===== src/rtl/serial_addsub_pkg.sv =====
// Shared types and sizing helpers for the bit-serial adder/subtractor.
package serial_addsub_pkg;

  typedef enum logic [1:0] {
    IDLE = 2'd0,
    RUN  = 2'd1,
    DONE = 2'd2
  } state_e;

  // One spare bit so the counter can reach WIDTH without wrapping.
  function automatic int unsigned cnt_width(input int unsigned width);
    return $clog2(width) + 1;
  endfunction

endpackage


===== src/rtl/fa_nand.sv =====
// One-bit full adder built purely from 2-input NAND gates.
module fa_nand (
  input  logic a,
  input  logic b,
  input  logic cin,
  output logic sum,
  output logic cout
);

  logic n1, n2, n3, x1, n4, n5, n6;

  // x1 = a ^ b; n1 and n4 double as the carry terms.
  nand g1 (n1, a, b);
  nand g2 (n2, a, n1);
  nand g3 (n3, b, n1);
  nand g4 (x1, n2, n3);
  nand g5 (n4, x1, cin);
  nand g6 (n5, x1, n4);
  nand g7 (n6, cin, n4);
  nand g8 (sum, n5, n6);
  nand g9 (cout, n4, n1);

endmodule


===== src/rtl/serial_addsub_ctrl.sv =====
// Bit-serial add/subtract: one shared full adder, one bit per clock, LSB first.
module serial_addsub_ctrl
  import serial_addsub_pkg::*;
#(
  parameter int unsigned WIDTH = 8
) (
  input  logic             clk,
  input  logic             rst_n,
  input  logic             start,
  input  logic             sub,
  input  logic [WIDTH-1:0] a,
  input  logic [WIDTH-1:0] b,
  output logic             busy,
  output logic             done,
  output logic [WIDTH-1:0] result,
  output logic             cout,
  output logic             ovf
);

  localparam int unsigned CntW = cnt_width(WIDTH);
  localparam logic [CntW-1:0] LastCnt = CntW'(WIDTH - 1);

  state_e          state_q;
  logic [WIDTH-1:0] a_q, b_q, result_q;
  logic [CntW-1:0] cnt_q;
  logic            carry_q, cout_q, ovf_q, done_q, busy_q;
  logic            fa_sum, fa_cout;

  fa_nand u_fa (
    .a    (a_q[0]),
    .b    (b_q[0]),
    .cin  (carry_q),
    .sum  (fa_sum),
    .cout (fa_cout)
  );

  always_ff @(posedge clk or negedge rst_n) begin
    if (!rst_n) begin
      state_q  <= IDLE;
      a_q      <= '0;
      b_q      <= '0;
      result_q <= '0;
      cnt_q    <= '0;
      carry_q  <= 1'b0;
      cout_q   <= 1'b0;
      ovf_q    <= 1'b0;
      done_q   <= 1'b0;
      busy_q   <= 1'b0;
    end else begin
      done_q <= 1'b0;
      case (state_q)
        IDLE: begin
          if (start) begin
            // Subtraction as a + ~b + 1: invert b here, seed carry with 1.
            a_q     <= a;
            b_q     <= b ^ {WIDTH{sub}};
            carry_q <= sub;
            cnt_q   <= '0;
            busy_q  <= 1'b1;
            state_q <= RUN;
          end
        end
        RUN: begin
          result_q <= {fa_sum, result_q[WIDTH-1:1]};
          a_q      <= {1'b0, a_q[WIDTH-1:1]};
          b_q      <= {1'b0, b_q[WIDTH-1:1]};
          carry_q  <= fa_cout;
          cnt_q    <= cnt_q + 1'b1;
          if (cnt_q == LastCnt) begin
            cout_q  <= fa_cout;
            ovf_q   <= carry_q ^ fa_cout;
            state_q <= DONE;
          end
        end
        DONE: begin
          done_q  <= 1'b1;
          busy_q  <= 1'b0;
          state_q <= IDLE;
        end
        default: begin
          busy_q  <= 1'b0;
          state_q <= IDLE;
        end
      endcase
    end
  end

  assign busy   = busy_q;
  assign done   = done_q;
  assign result = result_q;
  assign cout   = cout_q;
  assign ovf    = ovf_q;

endmodule


===== config.mk =====
export PLATFORM = sky130hd
export DESIGN_NAME = serial_addsub_ctrl
export DESIGN_NICKNAME = d
export VERILOG_FILES = /design/src/rtl/serial_addsub_pkg.sv /design/src/rtl/fa_nand.sv /design/src/rtl/serial_addsub_ctrl.sv
export SDC_FILE = /design/constraint.sdc
export NUM_CORES = 1
export LEC_CHECK = 0
export ABC_AREA = 1
export BUFFER_PORTS_ARGS = -buffer_cell sky130_fd_sc_hd__buf_2
export CAP_MARGIN = 20
export CORE_MARGIN = 3
export CORE_UTILIZATION = 50
export DETAILED_ROUTE_END_ITERATION = 6
export PLACE_DENSITY = 0.78
export SYNTH_ARGS = -nofsm -noshare
export SYNTH_HDL_FRONTEND = slang
export SYNTH_SLANG_ARGS = --single-unit
export TNS_END_PERCENT = 1

===== constraint.sdc =====
create_clock -name clk -period 1.61 [get_ports clk]
set_input_delay 0.161 -clock clk [delete_from_list [all_inputs] [get_ports clk]]
set_output_delay 0.161 -clock clk [all_outputs]
set_load 0.01 [all_outputs]

==> qor.yml, run 1 <==
run_status: "finished clean"
cp_slowest_stage_delay_ps: 490
report.final.hold_viol_count: 0
timing.fmax_mhz: 767
diodes: 0
drtPass1Iterations: 4
numPortBuffers: 31
chipHeight_um: 63.7
io-pin-count: 32
relSlewSlack_pct: 71.8
fillers: 306
start_util_pct: 53.6
tns_ps: 0
clockBufferDepth: 2
worst_slew_pin_slew_ps: 424
start_kind: "flop"
synth_mux_area_share_pct: 0
holdCritPathClass: "in2reg"
synth_area_sq_um: 1660
area_growth_pct: 13.2
fin_cells: 277
synth.avg_cell_area_sq_um: 8.31
cts_num_sinks: 35
maxCapViolCount: 0
netlist_instances: 200
routed_wl_mm: 3.13
cp_data_required_time_ps: 1840
overflow: 0
dp_cells: 269
yosysUniqueCellTypes: 21
routed_via_density: 4.89
cts_buffers: 5
yosysWarnings: 0
cpLargestDelayFamily: "adder cells"
wire_per_inst_um: 11.3
rsz0062_at_grt: "no"
first_iter_violations: 59
critPathArrivalTime_ps: 1540
nNetsFinal: 255
crit_path_end_kind: "flop"
grt_pass1_wl_mm: 5.60
critPathMaxFanout: 3
ctsResizeCount: 0
synth-compound-area-share_pct: 3.61
fin_crit_ps: 1300
cp_common_cell: "nand2_1"
antenna_found_initial: 0
cts-root-buf: "clkbuf_4"
worst-path-buf-inv: 0
groute.usage.overall_pct: 17.9
fin_skew_ps: 6.72
clock_latency_ps: 330
setup.worst_path.class: "reg2reg"
use_met2_pct: 29.3
grt_max_degree: 36
cellPowerDensity_nw_per_um2: 1620
multi_input_area_sq_um: 639
ys_ff_latch: 35
synth_top_family_by_area: "simple AND/OR/NAND/NOR gates"
leakagePower_nw: 1.03
rows: 20
final_common_cell: "nand2_1"
finalSetupViolations: 0
met3_usage_pct: 5.53
core_area_sq_um: 3100
drive_above_1_share_pct: 20.2
met1_usage_pct: 21.6
place_congestion: 0.720
syn_nets: 222
clk_pin_slew_ps: 100
dp.final_hpwl_mm: 2.15
min_period_over_period_pct: 81.0
seq_area_sq_um: 876
synthSimpleGateAreaFrac_pct: 31.8
path_cells: "fa_1, xor2_1, nand2_1, nand2_1"
ant_nets: 0
cts_htree_levels: 2
tritoncts: "built"
slew_violations: 0
ys_seq_area_share_pct: 52.7
ir_worst_vdd_uv: 655
num_vias: 1355
cp_slowest_cell: "fa_1"
layout_common_cells: "77 x nand2_1, 39 x nand3_1, 35 x dfrtp_1"
grt_pass1_vias: 1257
synth-xor-area-share_pct: 1.05
busiest_layer: "met2"
dieArea_sq_um: 4050
drc: 0
die_width_um: 63.7
synthAdderAreaFrac_pct: 1.96
cell type report:
| cell class | count | area share (%) |
|---|---|---|
| multi-input combinational | 140 | 34.0 |
| tap | 44 | 2.93 |
| timing repair buffer | 35 | 9.97 |
| inverter | 16 | 3.59 |
| clock inverter | 1 | 0.266 |
| sequential | 35 | 46.5 |
| clock buffer | 6 | 2.73 |
Yosys cell counts (all sizes together):
cell type	number	area, sq um
nor2	5	21.3
inv	16	67.6
nand4	1	6.26
ha	1	12.5
buf	9	80.1
nand2	79	307
fa	1	20.0
nand3	39	195
xor2	1	8.76
o21ai	12	60.1
xnor2	1	8.76
dfrtp	35	876
worst min-delay path: stages:
cell and delay, ps:
buf_2 70, nand2_1 40, nand3_1 50
logic make-up (layout without fill, tap and decap cells):
| group | after synthesis | in the layout |
|---|---|---|
| buf+inv | 25 | 58 |
| xor+xnor | 2 | 2 |
| flops | 35 | 35 |
| fa+ha+maj | 2 | 2 |
| compound gates | 12 | 12 |
| simple gates | 124 | 124 |
per-stage QoR:
stage,util [%],power (mW),worst slack [ps],area (sq um),hold WS (ps)
2_1_floorplan,-,2.37,364,1660,-135
4_1_cts,60.6,3.10,307,1880,15.5
6_report,60.6,3.06,307,1880,28.6
3_3_place_gp,58.5,2.57,343,1820,218
5_1_grt,60.6,3.35,217,1880,1.93
3_5_place_dp,58.5,2.62,310,1820,216
routing by layer:
layer / vias to the layer above / share of wire [%]
met2: 34 / 49
met5: - / 0
li1: 705 / -
met4: 0 / 2.1
met1: 609 / 44
met3: 7 / 4.9
worst paths after layout:
kind                       startpoint  cells past startpoint  slack (ps)         to
hold reg to reg                  busy                      2         490       busy
setup reg to reg              carry_q                      4         310        ovf
hold / removal                   a[4]                      3          30     a_q[4]
min in group asynchronous       rst_n                      3         410  result[5]
max in group asynchronous       rst_n                      3         890       cout
setup / recovery              carry_q                      4         310        ovf
power by group:
part	switching (mW)	total [mW]	leakage (nW)	internal, mW
Clock	0.271	0.473	0.0341	0.202
Combinational	0.702	1.13	0.545	0.426
Sequential	0.234	1.45	0.450	1.22
Total	1.21	3.06	1.03	1.85
sequential cells by signal (all words and copies together) (netlist names):
| name | flops |
|---|---|
| busy | 1 |
| carry_q | 1 |
| b_q | 8 |
| a_q | 8 |
| done | 1 |
| cout | 1 |
| ovf | 1 |
| state_q | 2 |
| result | 8 |
| cnt_q | 4 |
what timing repair did:
action | in CTS | in global routing
hold buffers | 1 | 0
buffers inserted | 0 | 0
hold endpoints to repair | 35 | 0
(Power assumes the default switching activity.)
==> run 2, diff against run 1 <==
==> constraint.sdc (replaced) <==
create_clock -name clk -period 1.35 [get_ports clk]
set_input_delay 0.135 -clock clk [delete_from_list [all_inputs] [get_ports clk]]
set_output_delay 0.135 -clock clk [all_outputs]
set_load 0.01 [all_outputs]
==> run 2 against run 1 <==
Effect of this change: flip-flop and latch count unchanged; clock skew fell by 2.4 ps; largest cell class unchanged; critical endpoint unchanged; count of clock-buffer cells in the layout is 1 higher; core utilization is 1.2 points higher; sequential power is 20% higher.
==> qor.yml, run 2 (synthesis results as in run 1) <==
dp.final_hpwl_mm: 2.19
num_vias: 1383
final_common_cell: "nand2_1"
clockBufferDepth: 2
die_width_um: 63.7
drc: 0
groute.usage.overall_pct: 17.4
start_util_pct: 53.6
drtPass1Iterations: 4
cp-endpoint: "ovf"
cp_slowest_cell: "dfrtp_1"
grt_max_degree: 36
worstReg2RegEnd: "ovf"
tritoncts: "built"
cts-root-buf: "clkbuf_4"
r2r_slack_ps: 100
finalSetupViolations: 0
ant_nets: 0
maxCapViolCount: 0
cts_num_sinks: 35
critPathArrivalTime_ps: 1480
antenna_found_initial: 0
grt_pass1_vias: 1244
layout_common_cells: "77 x nand2_1, 39 x nand3_1, 35 x dfrtp_1"
cp.depth: 4
leakagePower_nw: 1.04
diodes: 0
routed_wl_mm: 3.11
cellPowerDensity_nw_per_um2: 1910
path_cells: "fa_2, xor2_1, nand2_1, nand2_1"
postCtsSetupBuffers: 0
relSlewSlack_pct: 84.7
finalWorstSetupSlack_ps: 98.4
critPathLaunch: "carry_q"
rsz0062_at_grt: "no"
chipHeight_um: 63.7
place_congestion: 0.764
clock_latency_ps: 330
clk_pin_slew_ps: 100
place_ws_ps: 51.9
critPathMaxFanout: 3
fin_hold_ws_ps: 13.0
nNetsFinal: 258
report.final.hold_viol_count: 0
start_kind: "flop"
numPortBuffers: 31
min_period_over_period_pct: 92.7
io-pin-count: 32
run_status: "finished clean"
holdCritPathClass: "in2reg"
final_area_sq_um: 1920
slew_violations: 0
r2r_start: "carry_q"
overflow: 0
cp_data_required_time_ps: 1580
seq_area_sq_um: 876
timing.fmax_mhz: 799
rows: 20
cpLargestDelayFamily: "flip-flops"
cp_slowest_stage_delay_ps: 430
cts_buffers: 5
core_area_sq_um: 3100
ir_worst_vdd_uv: 959
cp_common_cell: "nand2_1"
placed_cell_area_sq_um: 1840
routed_via_density: 4.92
grt_pass1_wl_mm: 5.49
fin_crit_ps: 1250
reg2reg_depth: 4
setup.worst_path.class: "reg2reg"
worst_slew_pin_slew_ps: 229
dieArea_sq_um: 4050
cts_htree_levels: 2
drive_above_1_share_pct: 20.3
multi_input_area_sq_um: 642
fillers: 291
fin_skew_ps: 4.28
crit_path_end_kind: "flop"
area_growth_pct: 15.3
wire_per_inst_um: 11.1
worst-path-buf-inv: 0
first_iter_violations: 71
tns_ps: 0
power_mw: 3.65
==> run 2: repair_timing <==
| action | 4_1_cts | 5_1_grt |
|---|---|---|
| gates resized for setup | 0 | 1 |
| hold endpoints to repair | 37 | 0 |
| hold buffers | 3 | 0 |
| setup endpoints to repair | 0 | 1 |
==> run 2: layout make-up <==
class | instances | area share, %
Inverter | 16 | 3.52
Multi-Input combinational cell | 140 | 33.5
Sequential cell | 35 | 45.7
Tap cell | 44 | 2.87
Clock buffer | 7 | 2.35
Timing Repair Buffer | 38 | 11.9
Clock inverter | 1 | 0.261
==> run 2: metrics by stage <==
step,cells,utilization [%]
2_1_floorplan,200,-
3_3_place_gp,270,59.2
3_5_place_dp,270,59.2
4_1_cts,281,61.7
5_1_grt,281,61.8
6_report,281,61.8
==> run 2: layer usage <==
layer	wire length (um)	GRT usage, %	vias to the layer above
met5	0	0	-
met4	55	7.55	0
met3	208	5.35	6
met2	1420	26.3	40
met1	1430	22.9	634
li1	-	-	703
==> run 2: how the worst min path moves through the flow <==
| stage | start | end | depth (start not counted) |
|---|---|---|---|
| after global routing | a[7] | a_q[7] | 3 |
| after floorplan | rst_n | a_q[0] | 0 |
| after CTS | a[7] | a_q[7] | 3 |
| after global placement | rst_n | result[5] | 2 |
| final | a[5] | a_q[5] | 3 |
| after detailed placement | rst_n | result[5] | 2 |
==> run 2: worst reg2reg max path, delay by kind of cell, from the launching register on <==
kind                     cells  cell delay [ps]
XOR/XNOR                     1              180
adder cells (fa/ha/maj)      1              420
AND/OR/NAND/NOR              2              110
flip-flops                   1              430
==> run 2: power breakdown <==
group | switching [mW] | internal (mW) | leakage, nW
clock | 0.325 | 0.203 | 0.0293
sequential | 0.281 | 1.46 | 0.450
combinational | 0.849 | 0.541 | 0.561
total | 1.45 | 2.20 | 1.04
==> run 3, diff against run 2 <==
--- a/config.mk
+++ b/config.mk
@@ -8,6 +8,7 @@
 export ABC_AREA = 1
 export BUFFER_PORTS_ARGS = -buffer_cell sky130_fd_sc_hd__buf_2
 export CAP_MARGIN = 20
+export CORE_ASPECT_RATIO = 1.25
 export CORE_MARGIN = 3
 export CORE_UTILIZATION = 50
 export DETAILED_ROUTE_END_ITERATION = 6
==> run 3 against run 2 <==
Effect of this change: power grew 6.5%; global-route usage down 0.89 points; core utilization up 2.2 points; register-to-register slack hardly changed; worst setup slack improved by 8.3 ps; sequential share of layout area down 0.91 points; combinational power hardly changed; critical path depth unchanged; non-clock buffer count grew 1; die area rose by 0.10%; critical path type unchanged; critical endpoint unchanged; largest cell class unchanged; largest power group unchanged.
==> qor.yml, run 3 (synthesis results as in run 1) <==
drive_above_1_share_pct: 20.6
rows: 22
ant_nets: 0
cp_common_cell: "nand2_1"
cp_slowest_stage_delay_ps: 440
r2r_slack_ps: 110
wl_met1_mm: 1.44
fin_hold_ws_ps: 9.64
clockBufferDepth: 2
relSlewSlack_pct: 74.6
worst_slew_pin_slew_ps: 381
worstHoldStart: "a[1]"
r2r_start: "carry_q"
cp_slowest_cell: "dfrtp_1"
worstReg2RegEnd: "ovf"
fin_crit_ps: 1240
cts-root-buf: "clkbuf_4"
grt_max_degree: 28
fillers: 272
wire_per_inst_um: 11.7
clock_latency_ps: 330
cts_num_sinks: 35
cts_buffers: 5
worst-path-buf-inv: 0
critPathArrivalTime_ps: 1470
cts_htree_levels: 2
routed_via_density: 4.92
dieArea_sq_um: 4060
top_layer: "met4"
start_kind: "flop"
slew_violations: 0
num_vias: 1348
die_width_um: 57.6
core_area_sq_um: 3060
final_common_cell: "nand2_1"
start_util_pct: 54.4
routed_wl_mm: 3.20
dr_wl_met2_mm: 1.59
groute.usage.overall_pct: 16.5
layout_common_cells: "77 x nand2_1, 39 x nand3_1, 35 x dfrtp_1"
crit_path_end_kind: "flop"
tritoncts: "built"
reg2reg_depth: 4
overflow: 0
report.final.hold_viol_count: 0
rsz0062_at_grt: "no"
clk_pin_slew_ps: 100
timing.fmax_mhz: 804
first_iter_violations: 45
min_period_over_period_pct: 92.1
numPortBuffers: 31
routed-wl-met3_um: 123
grt_pass1_wl_mm: 5.22
cpLargestDelayFamily: "flip-flops"
antenna_found_initial: 0
diodes: 0
tns_ps: 0
fin_skew_ps: 9.53
maxCapViolCount: 0
leakagePower_nw: 1.06
ir_worst_vdd_uv: 1360
finalSetupViolations: 0
holdCritPathClass: "in2reg"
nNetsFinal: 259
grt_pass1_vias: 1209
run_status: "finished clean"
cellPowerDensity_nw_per_um2: 1990
min_path_cells: 3
path_cells: "fa_2, xor2_1, nand2_1, nand2_1"
min_to: "a_q[1]"
place_congestion: 0.751
cp_data_required_time_ps: 1580
critPathMaxFanout: 3
drtPass1Iterations: 5
drc: 0
setup.worst_path.class: "reg2reg"
chipHeight_um: 70.5
area_growth_pct: 17.7
io-pin-count: 32
dp.final_hpwl_mm: 2.15
run 3: cell types whose count changed in the layout (fill, tap and decap cells not counted), sizes merged:
cell | before | now
dlygate4sd3 | 3 | 5
buf | 35 | 34
bufinv | 0 | 1
clkbuf | 7 | 6
run 3: power by group:
group,switching [mW],internal [mW]
registers,0.284,1.45
clock network,0.347,0.438
logic,0.845,0.524
total,1.48,2.42
run 3: metrics by stage:
stage	power, mW	setup WS, ps	utilization, %	instance area (sq um)	cells
2_1_floorplan	2.82	104	-	1660	200
3_3_place_gp	3.08	91.9	59.5	1820	261
3_5_place_dp	3.12	54.5	59.5	1820	261
4_1_cts	3.91	34.5	63.6	1940	273
5_1_grt	4.19	67.9	64.0	1960	274
6_report	3.89	107	64.0	1960	274
run 3: worst max path at each step:
stage | endpoint | startpoint | cells after the start
after floorplan | ovf | carry_q | 4
after global placement | ovf | carry_q | 4
after detailed placement | ovf | carry_q | 4
after CTS | ovf | carry_q | 4
after global routing | ovf | carry_q | 4
final | ovf | carry_q | 4
run 3: metal layers:
metal,up-vias,global-route usage (%)
met2,25,25.4
met5,-,0
met1,611,21.5
met3,5,3.88
li1,707,-
met4,0,7.99
run 3: what timing repair did:
action	in CTS	in global routing
buffers inserted	0	0
hold buffers	4	1
resized for setup	0	1
endpoints found under the setup margin	0	1
hold endpoints to repair	18	1
run 3: cell type report:
class	count	area (sq um)	share of cell area [%]
multi-input combinational	140	642	32.8
clock buffer	6	51.3	2.62
tap	36	45.0	2.30
clock inverter	2	35.0	1.79
sequential	35	876	44.8
inverter	16	67.6	3.45
timing repair buffer	39	240	12.3
run 3: worst reg2reg max path, cell delays in order (launching register included):
cell and delay (ps):
dfrtp_1 440, fa_2 430, xor2_1 170, nand2_1 70
nand2_1 40
